===== src/rtl/bus_port_fifo_pkg.sv =====
// bus_port_pkg: shared constants for bus_port_fifo (ID field, broadcast ID, drop-counter width)
package bus_port_pkg;
  localparam int ID_W = 8;
  localparam logic [ID_W-1:0] BCAST_ID = 8'hFF;
  localparam int DROP_CNT_W = 8;
  localparam int PKT_W_DEF = 16;
  typedef logic [PKT_W_DEF-1:0] pkt_def_t;
endpackage


===== src/rtl/bus_port_fifo_if.sv =====
// bus_port_fifo_if: device + bus handshake bundle; slave = fifo side, master = driver side
interface bus_port_fifo_if #(parameter int PCKG_SZ = 16);
  logic dev_push;
  logic [PCKG_SZ-1:0] dev_d_in;
  logic dev_full;
  logic pndng;
  logic [PCKG_SZ-1:0] D_pop;
  logic pop;
  logic push;
  logic [PCKG_SZ-1:0] D_push;
  logic dev_pop;
  logic [PCKG_SZ-1:0] dev_d_out;
  logic dev_pndng;
  logic [1:0] ovf;
  modport slave(input dev_push, dev_d_in, pop, push, D_push, dev_pop,
                output dev_full, pndng, D_pop, dev_d_out, dev_pndng, ovf);
  modport master(output dev_push, dev_d_in, pop, push, D_push, dev_pop,
                 input dev_full, pndng, D_pop, dev_d_out, dev_pndng, ovf);
endinterface


===== src/rtl/bus_port_fifo_fifo.sv =====
// port_fifo: FWFT circular queue (push/pop/d_in -> head/pndng/full/drop), sync active-low reset
module port_fifo #(
  parameter int W = 16,
  parameter int DEPTH = 8
) (
  input  logic clk,
  input  logic reset,
  input  logic push,
  input  logic pop,
  input  logic [W-1:0] d_in,
  output logic [W-1:0] head,
  output logic pndng,
  output logic full,
  output logic drop
);
  localparam int AW = $clog2(DEPTH);
  logic [W-1:0] mem_q [DEPTH];
  logic [AW-1:0] wp_q, wp_d, rp_q, rp_d;
  logic [AW:0] cnt_q, cnt_d;
  logic do_push, do_pop;
  assign pndng = cnt_q != '0;
  assign full = cnt_q == (AW+1)'(DEPTH);
  assign head = mem_q[rp_q];
  always_comb begin
    do_pop = pop && pndng;
    do_push = push && (!full || do_pop);
    drop = push && full && !pop;
    wp_d = do_push ? wp_q + AW'(1) : wp_q;
    rp_d = do_pop ? rp_q + AW'(1) : rp_q;
    cnt_d = (do_push && !do_pop) ? cnt_q + (AW+1)'(1) : (do_pop && !do_push) ? cnt_q - (AW+1)'(1) : cnt_q;
  end
  always_ff @(posedge clk) begin
    if (!reset) begin
      wp_q <= '0;
      rp_q <= '0;
      cnt_q <= '0;
    end else begin
      wp_q <= wp_d;
      rp_q <= rp_d;
      cnt_q <= cnt_d;
    end
  end
  always_ff @(posedge clk)
    if (reset && do_push) mem_q[wp_q] <= d_in;
endmodule


===== src/rtl/bus_port_fifo.sv =====
// bus_port_fifo: per-port TX/RX queues between a device and the bus; optional BUS_PORT_FIFO_DROP_CNT_EN adds tx/rx_drop_cnt
module bus_port_fifo
  import bus_port_pkg::*;
#(
  parameter int PCKG_SZ = 16,
  parameter int DEPTH = 8
) (
  input logic clk,
  input logic reset,
  bus_port_fifo_if.slave bp
`ifdef BUS_PORT_FIFO_DROP_CNT_EN
  ,
  output logic [DROP_CNT_W-1:0] tx_drop_cnt,
  output logic [DROP_CNT_W-1:0] rx_drop_cnt
`endif
);
  typedef logic [PCKG_SZ-1:0] pkt_t;
  pkt_t tx_head, rx_head;
  logic tx_drop, rx_drop, rx_full;
  logic [1:0] ovf_q, ovf_d;
  port_fifo #(.W(PCKG_SZ), .DEPTH(DEPTH)) u_tx (
    .clk(clk), .reset(reset), .push(bp.dev_push), .pop(bp.pop), .d_in(bp.dev_d_in),
    .head(tx_head), .pndng(bp.pndng), .full(bp.dev_full), .drop(tx_drop)
  );
  port_fifo #(.W(PCKG_SZ), .DEPTH(DEPTH)) u_rx (
    .clk(clk), .reset(reset), .push(bp.push), .pop(bp.dev_pop), .d_in(bp.D_push),
    .head(rx_head), .pndng(bp.dev_pndng), .full(rx_full), .drop(rx_drop)
  );
  assign bp.D_pop = tx_head;
  assign bp.dev_d_out = rx_head;
  assign bp.ovf = ovf_q;
  assign ovf_d = ovf_q | {rx_drop, tx_drop};
  always_ff @(posedge clk) ovf_q <= !reset ? 2'b00 : ovf_d;
`ifdef BUS_PORT_FIFO_DROP_CNT_EN
  logic [DROP_CNT_W-1:0] tx_cnt_q, tx_cnt_d, rx_cnt_q, rx_cnt_d;
  always_comb begin
    tx_cnt_d = (tx_drop && tx_cnt_q != '1) ? tx_cnt_q + DROP_CNT_W'(1) : tx_cnt_q;
    rx_cnt_d = (rx_drop && rx_cnt_q != '1) ? rx_cnt_q + DROP_CNT_W'(1) : rx_cnt_q;
  end
  always_ff @(posedge clk) begin
    tx_cnt_q <= !reset ? '0 : tx_cnt_d;
    rx_cnt_q <= !reset ? '0 : rx_cnt_d;
  end
  assign tx_drop_cnt = tx_cnt_q;
  assign rx_drop_cnt = rx_cnt_q;
`endif
endmodule


===== src/flat_wrapper.sv =====
// flat-port wrapper written by rule: the top's interface ports become plain ports
module bus_port_fifo_flat import bus_port_pkg::*;
#(
  parameter int PCKG_SZ = 16,
  parameter int DEPTH = 8
)
  (clk, reset, bp_dev_push, bp_dev_d_in, bp_pop, bp_push, bp_D_push, bp_dev_pop, bp_dev_full, bp_pndng, bp_D_pop, bp_dev_d_out, bp_dev_pndng, bp_ovf);
  bus_port_fifo_if #(.PCKG_SZ(PCKG_SZ)) bp_i ();
  input logic clk;
  input logic reset;
  input wire logic [$bits(bp_i.dev_push)-1:0] bp_dev_push;
  input wire logic [$bits(bp_i.dev_d_in)-1:0] bp_dev_d_in;
  input wire logic [$bits(bp_i.pop)-1:0] bp_pop;
  input wire logic [$bits(bp_i.push)-1:0] bp_push;
  input wire logic [$bits(bp_i.D_push)-1:0] bp_D_push;
  input wire logic [$bits(bp_i.dev_pop)-1:0] bp_dev_pop;
  output wire logic [$bits(bp_i.dev_full)-1:0] bp_dev_full;
  output wire logic [$bits(bp_i.pndng)-1:0] bp_pndng;
  output wire logic [$bits(bp_i.D_pop)-1:0] bp_D_pop;
  output wire logic [$bits(bp_i.dev_d_out)-1:0] bp_dev_d_out;
  output wire logic [$bits(bp_i.dev_pndng)-1:0] bp_dev_pndng;
  output wire logic [$bits(bp_i.ovf)-1:0] bp_ovf;
  assign bp_i.dev_push = bp_dev_push;
  assign bp_i.dev_d_in = bp_dev_d_in;
  assign bp_i.pop = bp_pop;
  assign bp_i.push = bp_push;
  assign bp_i.D_push = bp_D_push;
  assign bp_i.dev_pop = bp_dev_pop;
  assign bp_dev_full = bp_i.dev_full;
  assign bp_pndng = bp_i.pndng;
  assign bp_D_pop = bp_i.D_pop;
  assign bp_dev_d_out = bp_i.dev_d_out;
  assign bp_dev_pndng = bp_i.dev_pndng;
  assign bp_ovf = bp_i.ovf;
  bus_port_fifo #(.PCKG_SZ(PCKG_SZ), .DEPTH(DEPTH)) u_core (.clk(clk), .reset(reset), .bp(bp_i));
endmodule

===== config.mk =====
export PLATFORM = sky130hd
export DESIGN_NAME = bus_port_fifo_flat
export DESIGN_NICKNAME = d
export VERILOG_FILES = /design/src/rtl/bus_port_fifo_pkg.sv /design/src/rtl/bus_port_fifo_if.sv /design/src/rtl/bus_port_fifo_fifo.sv /design/src/rtl/bus_port_fifo.sv /design/src/flat_wrapper.sv
export SDC_FILE = /design/constraint.sdc
export NUM_CORES = 1
export LEC_CHECK = 0
export ABC_CLOCK_PERIOD_IN_PS = 3400
export CORE_MARGIN = 2
export CORE_UTILIZATION = 49
export CTS_CLUSTER_DIAMETER = 40
export CTS_CLUSTER_SIZE = 25
export DETAILED_ROUTE_END_ITERATION = 8
export PLACE_DENSITY = 0.68
export SETUP_SLACK_MARGIN = 0.5
export SYNTH_ARGS = -nofsm -noshare
export SYNTH_HDL_FRONTEND = slang
export SYNTH_SLANG_ARGS = --single-unit

===== constraint.sdc =====
create_clock -name clk -period 3.4 [get_ports clk]
set_input_delay 0.68 -clock clk [delete_from_list [all_inputs] [get_ports clk]]
set_output_delay 0.68 -clock clk [all_outputs]
set_load 0.01 [all_outputs]

Word-level counts from Yosys, hierarchy flattened
Memory sizes are Yosys's and may differ from the RTL's. A register that Yosys moved wholly into a read port is not among the register bits.
Cells that the tools add are included.
- $add $sub $neg: 8
- eq/ne operators: 2
- mux-type cells: 12
- bitwise gates (word level): 1
- reductions and logical operators: 28
- operators with widths (kind ; count):
    $mux 4 ; 4
    $logic_and 1x1->1 ; 14
    $add 3x1->3 const B ; 4
    $mux 3 ; 4
    $add 4x1->4 const B ; 2
    $eq 4x4->1 const B ; 2
    $logic_not 1->1 ; 8
    $reduce_bool 4->1 ; 2
    $sub 4x1->4 const B ; 2
    $mux 1 ; 4
    $reduce_bool 2->1 ; 2
    $logic_or 1x1->1 ; 2
    $or 2x2->2 ; 1
- flip-flop bits (word level): 22
- memory bits (writable): 256
- input bits: 38
- output and inout bits: 37
- logic and storage cells: 60
- memories kept: 2
- memory list (memory ; depth ; bits a word ; rd ports ; clocked after Yosys merged registers in ; wr ports ; line ; RTL):
    u_core.u_rx.mem_q ; 8 ; 16 ; 1 ; 1 ; 1 ; bus_port_fifo_fifo.sv:17 ; logic [W-1:0] mem_q [DEPTH];
    u_core.u_tx.mem_q ; 8 ; 16 ; 1 ; 1 ; 1 ; bus_port_fifo_fifo.sv:17 ;

Logic depth before layout (Yosys ltp)
- word-level depth: 8
- gate-level depth with buffers: 10
- mapped depth without buffers: 10

Cells and area by module
Synthesis repeated with hierarchy kept, for this count alone.
- cells, all modules: 524
- area total of the unflattened synthesis: 11260.8 um^2
- modules (own cells, without submodules) (module ; times used ; cells an instance ; area each (um^2) ; sequential area each (um^2)):
    port_fifo ; 2 ; 260 ; 5602.9 ; 4103.9
    bus_port_fifo ; 1 ; 4 ; 55.1 ; 40.0

Worst setup path after synthesis
OpenSTA, ideal clock, no wires.
- path type: in2reg
- start point: input reset
- end point: memory u_core.u_tx.mem_q[2][0], enable pin
- library setup time: 0.430 ns
- arrival time: 2.616 ns
- data required time: 2.970 ns
- setup slack: 0.354 ns
- stages on the path: 3
- buffers on the path: 1
- cell sequence: clkbuf_1 > nand2_1 > nor4_1
- word-level cells in the longest chain between the ends: 3
- ends and longest elaborated chain (element ; line ; RTL):
    start: declaration ; flat_wrapper.sv:10 ; input logic reset;
    $logic_and 1x1->1 ; bus_port_fifo_fifo.sv:44 ; if (reset && do_push) mem_q[wp_q] <= d_in;
    $mux 1 ; bus_port_fifo_fifo.sv:44 ;
    $mux 1 (implied by the code) ; bus_port_fifo_fifo.sv:44 ;
    end: declaration ; bus_port_fifo_fifo.sv:17 ;
Every way passes these cells.

==> parameters.txt <==
Parameter                              Value

Synthesis
  Synthesized netlist net count ... 576
  Gate count after technology mapping ... 526
  Number of enable flip-flop cells after synthesis ... 256
  Most frequently used cell type in the post-synthesis netlist ... edfxtp_1
  Synth Cell Area ... 11000 sq um
  Yosys reg bits ... between 200 and 300
  Synth unique cells ... 32
  Number of warnings issued by yosys ... 0
  Most frequently used flop master after synthesis ... edfxtp_1
  Leading area contributor after synthesis ... edfxtp_1
  Top post-synthesis cells by count ... 256 x edfxtp_1, 64 x mux4_2, 32 x mux2_2, 28 x dfxtp_1, 16 x nand2_1
  Fraction of registers with async set or reset after synthesis ... 0%
  Area share of the largest cell type after synthesis ... 69.9%
  Cell types occupying the most area after synthesis ... edfxtp_1 70%, mux4_2 13%, dfxtp_1 5.1%
  Share of synthesized area occupied by flip-flops and latches ... around three quarters
  Mean post-synth cell area ... 20.9 sq um

Run
  Reported max-cap violation count ... 0

Power
  Comb power frac ... about 25%
  Sw frac ... 25.3%
  Share of power burned in the clock network ... 35.9%
  Switching component of the power ... 0.00263 W
  Reg power frac ... 39.3%
  Leak ... 4.54 nW
  Pint ... 0.00778 W
  Pwr per Cell Area ... 757 nW/um^2
  Peak VDD IR ... 0.000564 V

Placed design
  Post-Place Cell Area ... between 10000 and 15000 sq um
  Placer Congestion ... 0.719
  Number of input and output port buffers inserted ... 74
  Half-perimeter wire length of the detailed placement result ... 11.5 mm
  Placed Cells ... 881

Floorplan
  Number of ports placed on the die boundary ... 75
  Effective utilization at floorplan ... 50.1%
  Die W ... 154 um
  Core footprint ... 22000 sq um
  Count of standard-cell rows ... 54
  Overall die height ... 154 um
  Die Outline Area ... 23700 sq um

Timing
  Achievable clock frequency ... approximately 350 MHz
  Final Hold Fails ... 0
  Total of endpoints with negative setup slack in the final report ... 0
  Hold_ws ... about 0.5 ns
  Final critical delay including setup and external delays ... approximately 2.8 ns
  Final worst path period share ... about 83%
  Transition time of the tightest slew-check pin ... 0.476 ns
  Max Clock Skew ... 0.0307 ns
  Normalized max-slew margin ... about two thirds
  TNS Setup ... 0 ns
  RSZ-0062 raised after global routing ... true
  Number of max-slew violations in the final report ... 0

Status
  Outcome ... complete, no violations

Setup path
  Cell-by-cell listing of the critical path ... buf_4 > buf_16 > buf_4 > mux4_2 > mux2_2 > buf_2
  Critical path required time ... 2.72 ns
  Most used cell along the critical path ... buf_4
  Critical Path AT ... 2.15 ns
  Cell with the largest stage delay on the worst path ... mux4_2
  CP max stage delay ... 0.48 ns
  Critical path class ... reg2out
  Critical Path Start Type ... flip-flop
  Maximum fanout count along the critical path ... 8
  CP endpoint kind ... output port

Clocking
  Root buffer selected by CTS ... clkbuf_16
  Later-pin clock latency in the skew report ... 0.51 ns
  TritonCTS clock tree ... built
  Maximum count of clock buffers along a single path ... 3
  Clock buffers created by TritonCTS ... 36
  Clock slew seen by the registers of the worst setup and hold paths ... 0.05 ns
  H-Tree Level Count ... 2
  Number of sinks on the clock net ... roughly 280

Route
  Wire per inst ... 21.9 um
  Iteration-0 DRC count of the detailed router ... 337
  First-pass DRT Iterations ... 4
  Number of remaining DRC errors ... 0
  Routed via count divided by cell count ... 5.58
  Remaining antenna violation count ... 0
  Total number of vias ... 5415
  Routed wire length ... 21.3 mm

Final layout
  Share of the core filled with cells in the final layout ... 62.6%
  Final non-filler cell total ... 971
  Total Nets Final ... a little over 700
  Area added between synthesis and finish ... 25.0%
  Fraction of final layout cells with drive strength greater than 1 ... 36.5%
  Design Area, Final ... 13800 sq um
  Antenna diode count ... 0

Hold path
  HP Class ... reg2reg

GRT
  Initial antenna violation count ... 1
  Maximum number of pins on one net before global-route repair ... 34
  Global-route wire length before repair ... 32.9 mm
  Via count of the first global-routing pass ... 5754
  Total routing usage reported by global routing ... 18.5%
  Overflow left after global routing ... 0
==> layout by cell type (no fill, tap or decap), types with 12 or more instances in the layout <==
cell type        count
dfxtp_1             26
nand2_1             16
clkdlybuf4s50_1     42
mux2_2              31
edfxtp_1           256
mux4_2              64
clkbuf_2            17
xnor2_1             12
and2_1              14
clkbuf_16           37
buf_4               36
==> layout make-up <==
cell class | instances | area, sq um
Fill cell | 1504 | 8210
Sequential cell | 284 | 8260
Clock inverter | 22 | 258
Tap cell | 280 | 350
Inverter | 5 | 18.8
Multi-Input combinational cell | 214 | 2740
Timing Repair Buffer | 124 | 1190
Clock buffer | 42 | 945
==> logic make-up after synthesis <==
kind of cell               Yosys count  share of synthesized area (%)
muxes                              100                           16.7
and+or+nand+nor                     72                           3.56
buffers and inverters               28                           1.16
adders and majority gates           12                           1.50
DFF                                284                           75.0
xor gates and xnor gates            12                          0.955
AOI/OAI and AO/OA                   18                           1.14
==> final timing paths <==
check | startpoint | end | slack, ns | cells after the start
setup / recovery | flip-flop | bp_dev_d_out[0] | 0.57 | 6
hold / removal | u_core.u_rx.cnt_q[3] | u_core.u_rx.cnt_q[3] | 0.50 | 2
setup reg to reg | u_core.u_tx.cnt_q[0] | u_core.u_tx.cnt_q[3] | 0.72 | 10
hold reg to reg | u_core.u_rx.cnt_q[3] | u_core.u_rx.cnt_q[3] | 0.50 | 2
==> state kept, by name, summed over array words and instances (netlist names), 3 cells and up, named ones only <==
name               count
u_core.u_rx.mem_q    128
u_core.u_tx.mem_q    128
u_core.u_rx.cnt_q      4
u_core.u_tx.cnt_q      4
u_core.u_rx.rp_q       3
u_core.u_rx.wp_q       3
u_core.u_tx.rp_q       3
u_core.u_tx.wp_q       3
==> layer usage <==
metal | up-vias | share of wire [%] | routed length, um | track usage [%]
li1 | 2443 | - | - | -
met1 | 2788 | 40 | 8530 | 23.3
met2 | 144 | 52 | 11100 | 32.4
met3 | 38 | 5.4 | 1140 | 3.78
met4 | 2 | 2.1 | 442 | 5.61
met5 | - | 0.061 | 13 | 0
==> power groups by stage <==
stage               Combinational, W  Sequential (W)  Clock, W
floorplan                    0.00150         0.00411         0
global placement             0.00221         0.00413         0
detailed placement           0.00226         0.00414         0
CTS                          0.00263         0.00410   0.00381
global route                 0.00280         0.00411   0.00394
finish                       0.00258         0.00409   0.00374
==> worst max-delay path: cells and delay by family (launching register included) <==
family | cells | cell delay [ns]
flip-flops | 1 | 0.38
multiplexers | 2 | 0.75
buffers and inverters | 4 | 0.54
==> per-stage QoR <==
step,total power (W),worst slack (ns)
floorplan,0.00562,0.588
global placement,0.00634,0.354
detailed placement,0.00640,0.185
CTS,0.0105,0.432
global route,0.0109,0.484
finish,0.0104,0.566
==> what timing repair did <==
action / CTS / global route
gates cloned: 6 / 0
setup buffers: 15 / 5
endpoints found under the setup margin: 32 / 29
pin swaps: 0 / 1
hold buffers: 0 / 0
resized for setup: 84 / 27
Note: power is estimated with default switching activity, not from simulation.
==> edit 1, RTL diff (config.mk and constraints unchanged) <==
`PCKG_SZ` is set to 16 in 3 places; all go to 8.
--- a/src/rtl/bus_port_fifo_if.sv
+++ b/src/rtl/bus_port_fifo_if.sv
@@ -1,4 +1,4 @@
 // bus_port_fifo_if: device + bus handshake bundle; slave = fifo side, master = driver side
-interface bus_port_fifo_if #(parameter int PCKG_SZ = 16);
+interface bus_port_fifo_if #(parameter int PCKG_SZ = 8);
   logic dev_push;
   logic [PCKG_SZ-1:0] dev_d_in;
--- a/src/rtl/bus_port_fifo.sv
+++ b/src/rtl/bus_port_fifo.sv
@@ -3,5 +3,5 @@
   import bus_port_pkg::*;
 #(
-  parameter int PCKG_SZ = 16,
+  parameter int PCKG_SZ = 8,
   parameter int DEPTH = 8
 ) (
--- a/src/flat_wrapper.sv
+++ b/src/flat_wrapper.sv
@@ -2,5 +2,5 @@
 module bus_port_fifo_flat import bus_port_pkg::*;
 #(
-  parameter int PCKG_SZ = 16,
+  parameter int PCKG_SZ = 8,
   parameter int DEPTH = 8
 )
Ports: changed (resized bp_D_pop, bp_D_push, bp_dev_d_in and bp_dev_d_out); port bits go from 75 to 43. No check against the original RTL was run, so the function may have changed too.
==> edit 1 against the unedited design <==
Worst setup slack worse by 0.050 ns; critical path depth is 2 lower; design area is 44% lower; synthesized cell count is 35% lower; non-clock buffer count is 59 lower; sequential cell count is 128 lower; clock power is 50% lower; wire length is 48% lower; hold slack worse by 0.0046 ns; total power is 46% lower; area after synthesis is 43% lower; critical path type unchanged; largest cell class unchanged; largest power group unchanged; highest routed layer is now met4.
==> edit 1: results <==
metrics = {
    "run_status": {
        "status": "completed",
    },
    "final_layout": {
        "final_nets": 445,
        "drive_above_1_share": 0.238,
        "nonClkBufAreaFrac": 0.0902,
        "clkCellAreaFrac": 0.0766,
        "clock_buffers": 19,
        "syn_to_final_growth_pct": 23.1,
        "nNonClkBuffers": 65,
        "seq_cell_count": 156,
        "nFillCells": 940,
    },
    "global_route": {
        "grt_usage": 0.177,
        "grt_use_met3": 0.0498,
        "use_met1": 0.242,
        "met2_usage": 0.266,
        "antenna_found_initial": 0,
        "first_global_vias": 3248,
        "grt_pass1_wl_mm": 17.1,
    },
    "die": {
        "n_tap_cell": 172,
        "start_util": 0.497,
    },
    "place": {
        "place_hpwl_mm": 6.67,
        "place_ws_ns": 0.234,
        "io_buffers": 42,
        "placedCellCount": 562,
        "placed_area_um2": 6940,
    },
    "synthesis": {
        "ys_seq_area_frac": 0.708,
        "synth_area_leaders": "edfxtp_1 (62%), mux4_2 (12%), dfxtp_1 (9.0%)",
        "syn_inst": 342,
        "synth_edf_count": 128,
        "syn_nets": 376,
        "synth_xor_area_frac": 0.0169,
        "synthMuxAreaShare": 0.151,
        "synth_commonest_cells": "edfxtp_1 (128), mux4_2 (32), dfxtp_1 (28)",
        "synth_compound_area_frac": 0.0201,
        "synthAdderAreaFrac": 0.0265,
    },
    "drt": {
        "drtIter0Drc": 221,
        "drt-met1-wl_mm": 4.99,
        "met3WireLength_um": 555,
        "met2_length_mm": 5.39,
        "wirelength_mm": 11.1,
    },
    "clock_network": {
        "cts_resized": 7,
        "cts_max_level": 4,
        "clk_latency_ns": 0.41,
        "clock_path_buffers": 2,
        "cts_inserted_buffers": 17,
    },
    "setup_path": {
        "cp_data_arrival_time_ns": 2.20,
        "crit_end": "bp_D_pop[7]",
        "critPathTopFamily": "multiplexers",
        "slowest_delay_ns": 0.50,
    },
    "power": {
        "swShare": 0.243,
        "ir_drop_uv": 415,
    },
    "timing": {
        "relSlewSlack": 0.667,
        "hold_ws_ns": 0.492,
        "finClkSkew_ns": 0.0108,
        "clock.fmax_ghz": 0.347,
    },
    "hold_path": {
        "min_from": "u_core.u_tx.cnt_q[3]$_SDFFE_PN0P_",
        "whs_endpoint": "u_core.u_tx.cnt_q[3]$_SDFFE_PN0P_",
    },
}
edit 1: changes by cell type in the layout (fill, tap and decap cells not counted), sizes merged, moves of 3 or more:
| cell | before | now |
|---|---|---|
| inv | 14 | 5 |
| mux2 | 32 | 16 |
| mux4 | 64 | 32 |
| clkdlybuf4s15 | 3 | 0 |
| clkinvlp | 3 | 0 |
| edfxtp | 256 | 128 |
| clkdlybuf4s50 | 42 | 27 |
| buf | 60 | 21 |
| dlymetal6s2s | 0 | 15 |
| clkbuf | 59 | 21 |
edit 1: power by group through the flow:
stage                     logic [mW]  clock network (mW)  registers (mW)
final                           1.39                1.88            2.31
after global routing            1.53                1.99            2.33
after CTS                       1.38                1.91            2.29
after detailed placement        1.34                   0            2.32
after global placement          1.31                   0            2.32
after floorplan                0.943                   0            2.29
edit 1: tightest hold or removal path, stage by stage, from the launching register on:
cell     delay (ns)
dfxtp_1        0.32
nand2_1        0.06
mux2i_1        0.06
==> edit 2, RTL diff (same settings) <==
Without the edit above. Compare `cnt_q` against `(AW+1)'(DEPTH)` with >= in place of ==.
--- a/src/rtl/bus_port_fifo_fifo.sv
+++ b/src/rtl/bus_port_fifo_fifo.sv
@@ -20,5 +20,5 @@
   logic do_push, do_pop;
   assign pndng = cnt_q != '0;
-  assign full = cnt_q == (AW+1)'(DEPTH);
+  assign full = cnt_q >= (AW+1)'(DEPTH);
   assign head = mem_q[rp_q];
   always_comb begin
Check against the original RTL: same outputs for any inputs over 4 cycles, from zero or initial values and one cycle with reset low; that may be too few to reach the edited logic, so the function may still have changed.
==> edit 2 against the unedited design <==
Clock skew shrank 0.016 ns; sequential cell count is the same; combinational power grew 8.9%; total power shrank 1.4%; area after synthesis grew 2.1%; count of clock-buffer cells in the layout shrank 10; first-iteration DRC count grew 27%; design area grew 0.14%; worst setup slack lost 0.093 ns; wire length grew 1.6%; critical endpoint is now bp_dev_d_out[9].
==> edit 2: results <==
metrics = {
    "final_layout": {
        "n_antenna_cell": 0,
        "drive_above_1_share": 0.348,
        "final_nets": 712,
        "top_regs": "u_core.u_rx.mem_q x128, u_core.u_tx.mem_q x128",
    },
    "clock_network": {
        "cts_inserted_buffers": 30,
        "clk_latency_ns": 0.54,
        "path_clk_slew_ns": 0.06,
        "clock_path_buffers": 3,
        "cts_root_buf": "clkbuf_16",
        "cts_max_level": 1,
    },
    "timing": {
        "relSlewSlack": 0.656,
        "finClkSkew_ns": 0.0147,
    },
    "synthesis": {
        "syn_nets": 575,
        "async_reset_ff_frac": 0,
        "synth_commonest_cells": "edfxtp_1 (256), mux4_1 (54), mux2_2 (32)",
        "synthDistinctLibCells": 34,
        "yosysWarnings": 0,
        "ys_seq_area_frac": 0.734,
        "synth_edf_count": 256,
        "synth_area_leaders": "edfxtp_1 (68%), mux4_1 (13%), dfxtp_1 (5.0%)",
    },
    "place": {
        "io_buffers": 74,
        "place_hpwl_mm": 11.4,
        "place_congestion": 0.740,
    },
    "global_route": {
        "grt_max_degree": 33,
        "grt_pass1_wl_mm": 32.8,
        "antenna_found_initial": 0,
        "grt_usage": 0.178,
        "first_global_vias": 5771,
    },
    "hold_path": {
        "min_path_cells": 1,
        "holdCritPathClass": "reg2reg",
    },
    "drt": {
        "detail_route.wl_per_cell_um": 22.3,
        "first_pass_iters": 4,
        "vias_per_cell": 5.60,
        "drtIter0Drc": 427,
        "ant_nets": 0,
    },
    "power": {
        "p_leak_nw": 4.63,
        "ir_drop_uv": 490,
    },
    "run_status": {
        "status": "completed",
    },
    "setup_path": {
        "cpMaxStageDelayCell": "mux4_2",
        "crit_fanout": 8,
        "crit_path_frequent_cell": "buf_6",
        "slowest_delay_ns": 0.47,
        "reg2regPathDepth": 9,
    },
}
-- edit 2: area by class of cell --
class | instances | area, um^2
multi-input cells | 211 | 2740
clock buffers | 32 | 779
well taps | 285 | 357
repair buffers | 130 | 1360
clock inverters | 24 | 262
flip-flops and latches | 284 | 8260
fillers | 1623 | 8800
inverters | 5 | 18.8
-- edit 2: final timing paths --
kind                                     start                           endpoint  slack [ns]
min reg2reg        u_core.bp.ovf[0]$_SDFF_PN0_        u_core.bp.ovf[0]$_SDFF_PN0_        0.47
max                                  flip-flop                    bp_dev_d_out[9]        0.47
max reg2reg  u_core.u_rx.cnt_q[0]$_SDFFE_PN0P_  u_core.u_rx.cnt_q[3]$_SDFFE_PN0P_        0.80
min                u_core.bp.ovf[0]$_SDFF_PN0_        u_core.bp.ovf[0]$_SDFF_PN0_        0.47
-- edit 2: kinds of logic (layout without fill, tap and decap cells) --
| logic type | after synthesis | after routing | share of synthesized area |
|---|---|---|---|
| flops | 284 | 284 | 0.734 |
| mux | 101 | 101 | 0.183 |
| simple gates | 73 | 73 | 0.0347 |
| buf+inv | 30 | 191 | 0.0169 |
| compound gates | 13 | 13 | 0.00757 |
| fa+ha+maj | 12 | 12 | 0.0147 |
| xor+xnor | 12 | 12 | 0.00935 |
-- edit 2: worst max-delay path: cells and delay by family (launching register included) --
family | cells | cell delay [ns]
mux | 2 | 0.75
flops | 1 | 0.45
buf+inv | 4 | 0.49
-- edit 2: report_power, final --
part           total, mW  switching [mW]  internal, mW
clock               3.34            1.40          1.94
sequential          4.11           0.137          3.97
combinational       2.81            1.08          1.73
total               10.3            2.62          7.65
-- edit 2: repair_timing --
action | in CTS | in global routing
pin swaps | 0 | 0
hold endpoints to repair | 0 | 0
setup buffers | 24 | 1
gates resized for setup | 181 | 40
cloned | 6 | 0
setup endpoints to repair | 32 | 25
-- edit 2: per-stage QoR --
stage / std cells / util / cell area [um^2] / power [mW] / setup WS [ns]
after floorplan: 525 / - / 11200 / 5.58 / 0.323
after global placement: 884 / 0.550 / 12400 / 6.21 / 0.462
after detailed placement: 884 / 0.550 / 12400 / 6.29 / 0.256
after CTS: 970 / 0.607 / 13700 / 10.2 / 0.441
after global routing: 971 / 0.610 / 13800 / 10.7 / 0.392
final: 971 / 0.610 / 13800 / 10.3 / 0.473
-- edit 2: layer usage --
metal	up-vias	global-route usage	part of all wire
li1	2424	-	-
met1	2865	0.251	0.45
met2	125	0.298	0.49
met3	25	0.0292	0.041
met4	0	0.0384	0.015
met5	-	0	0
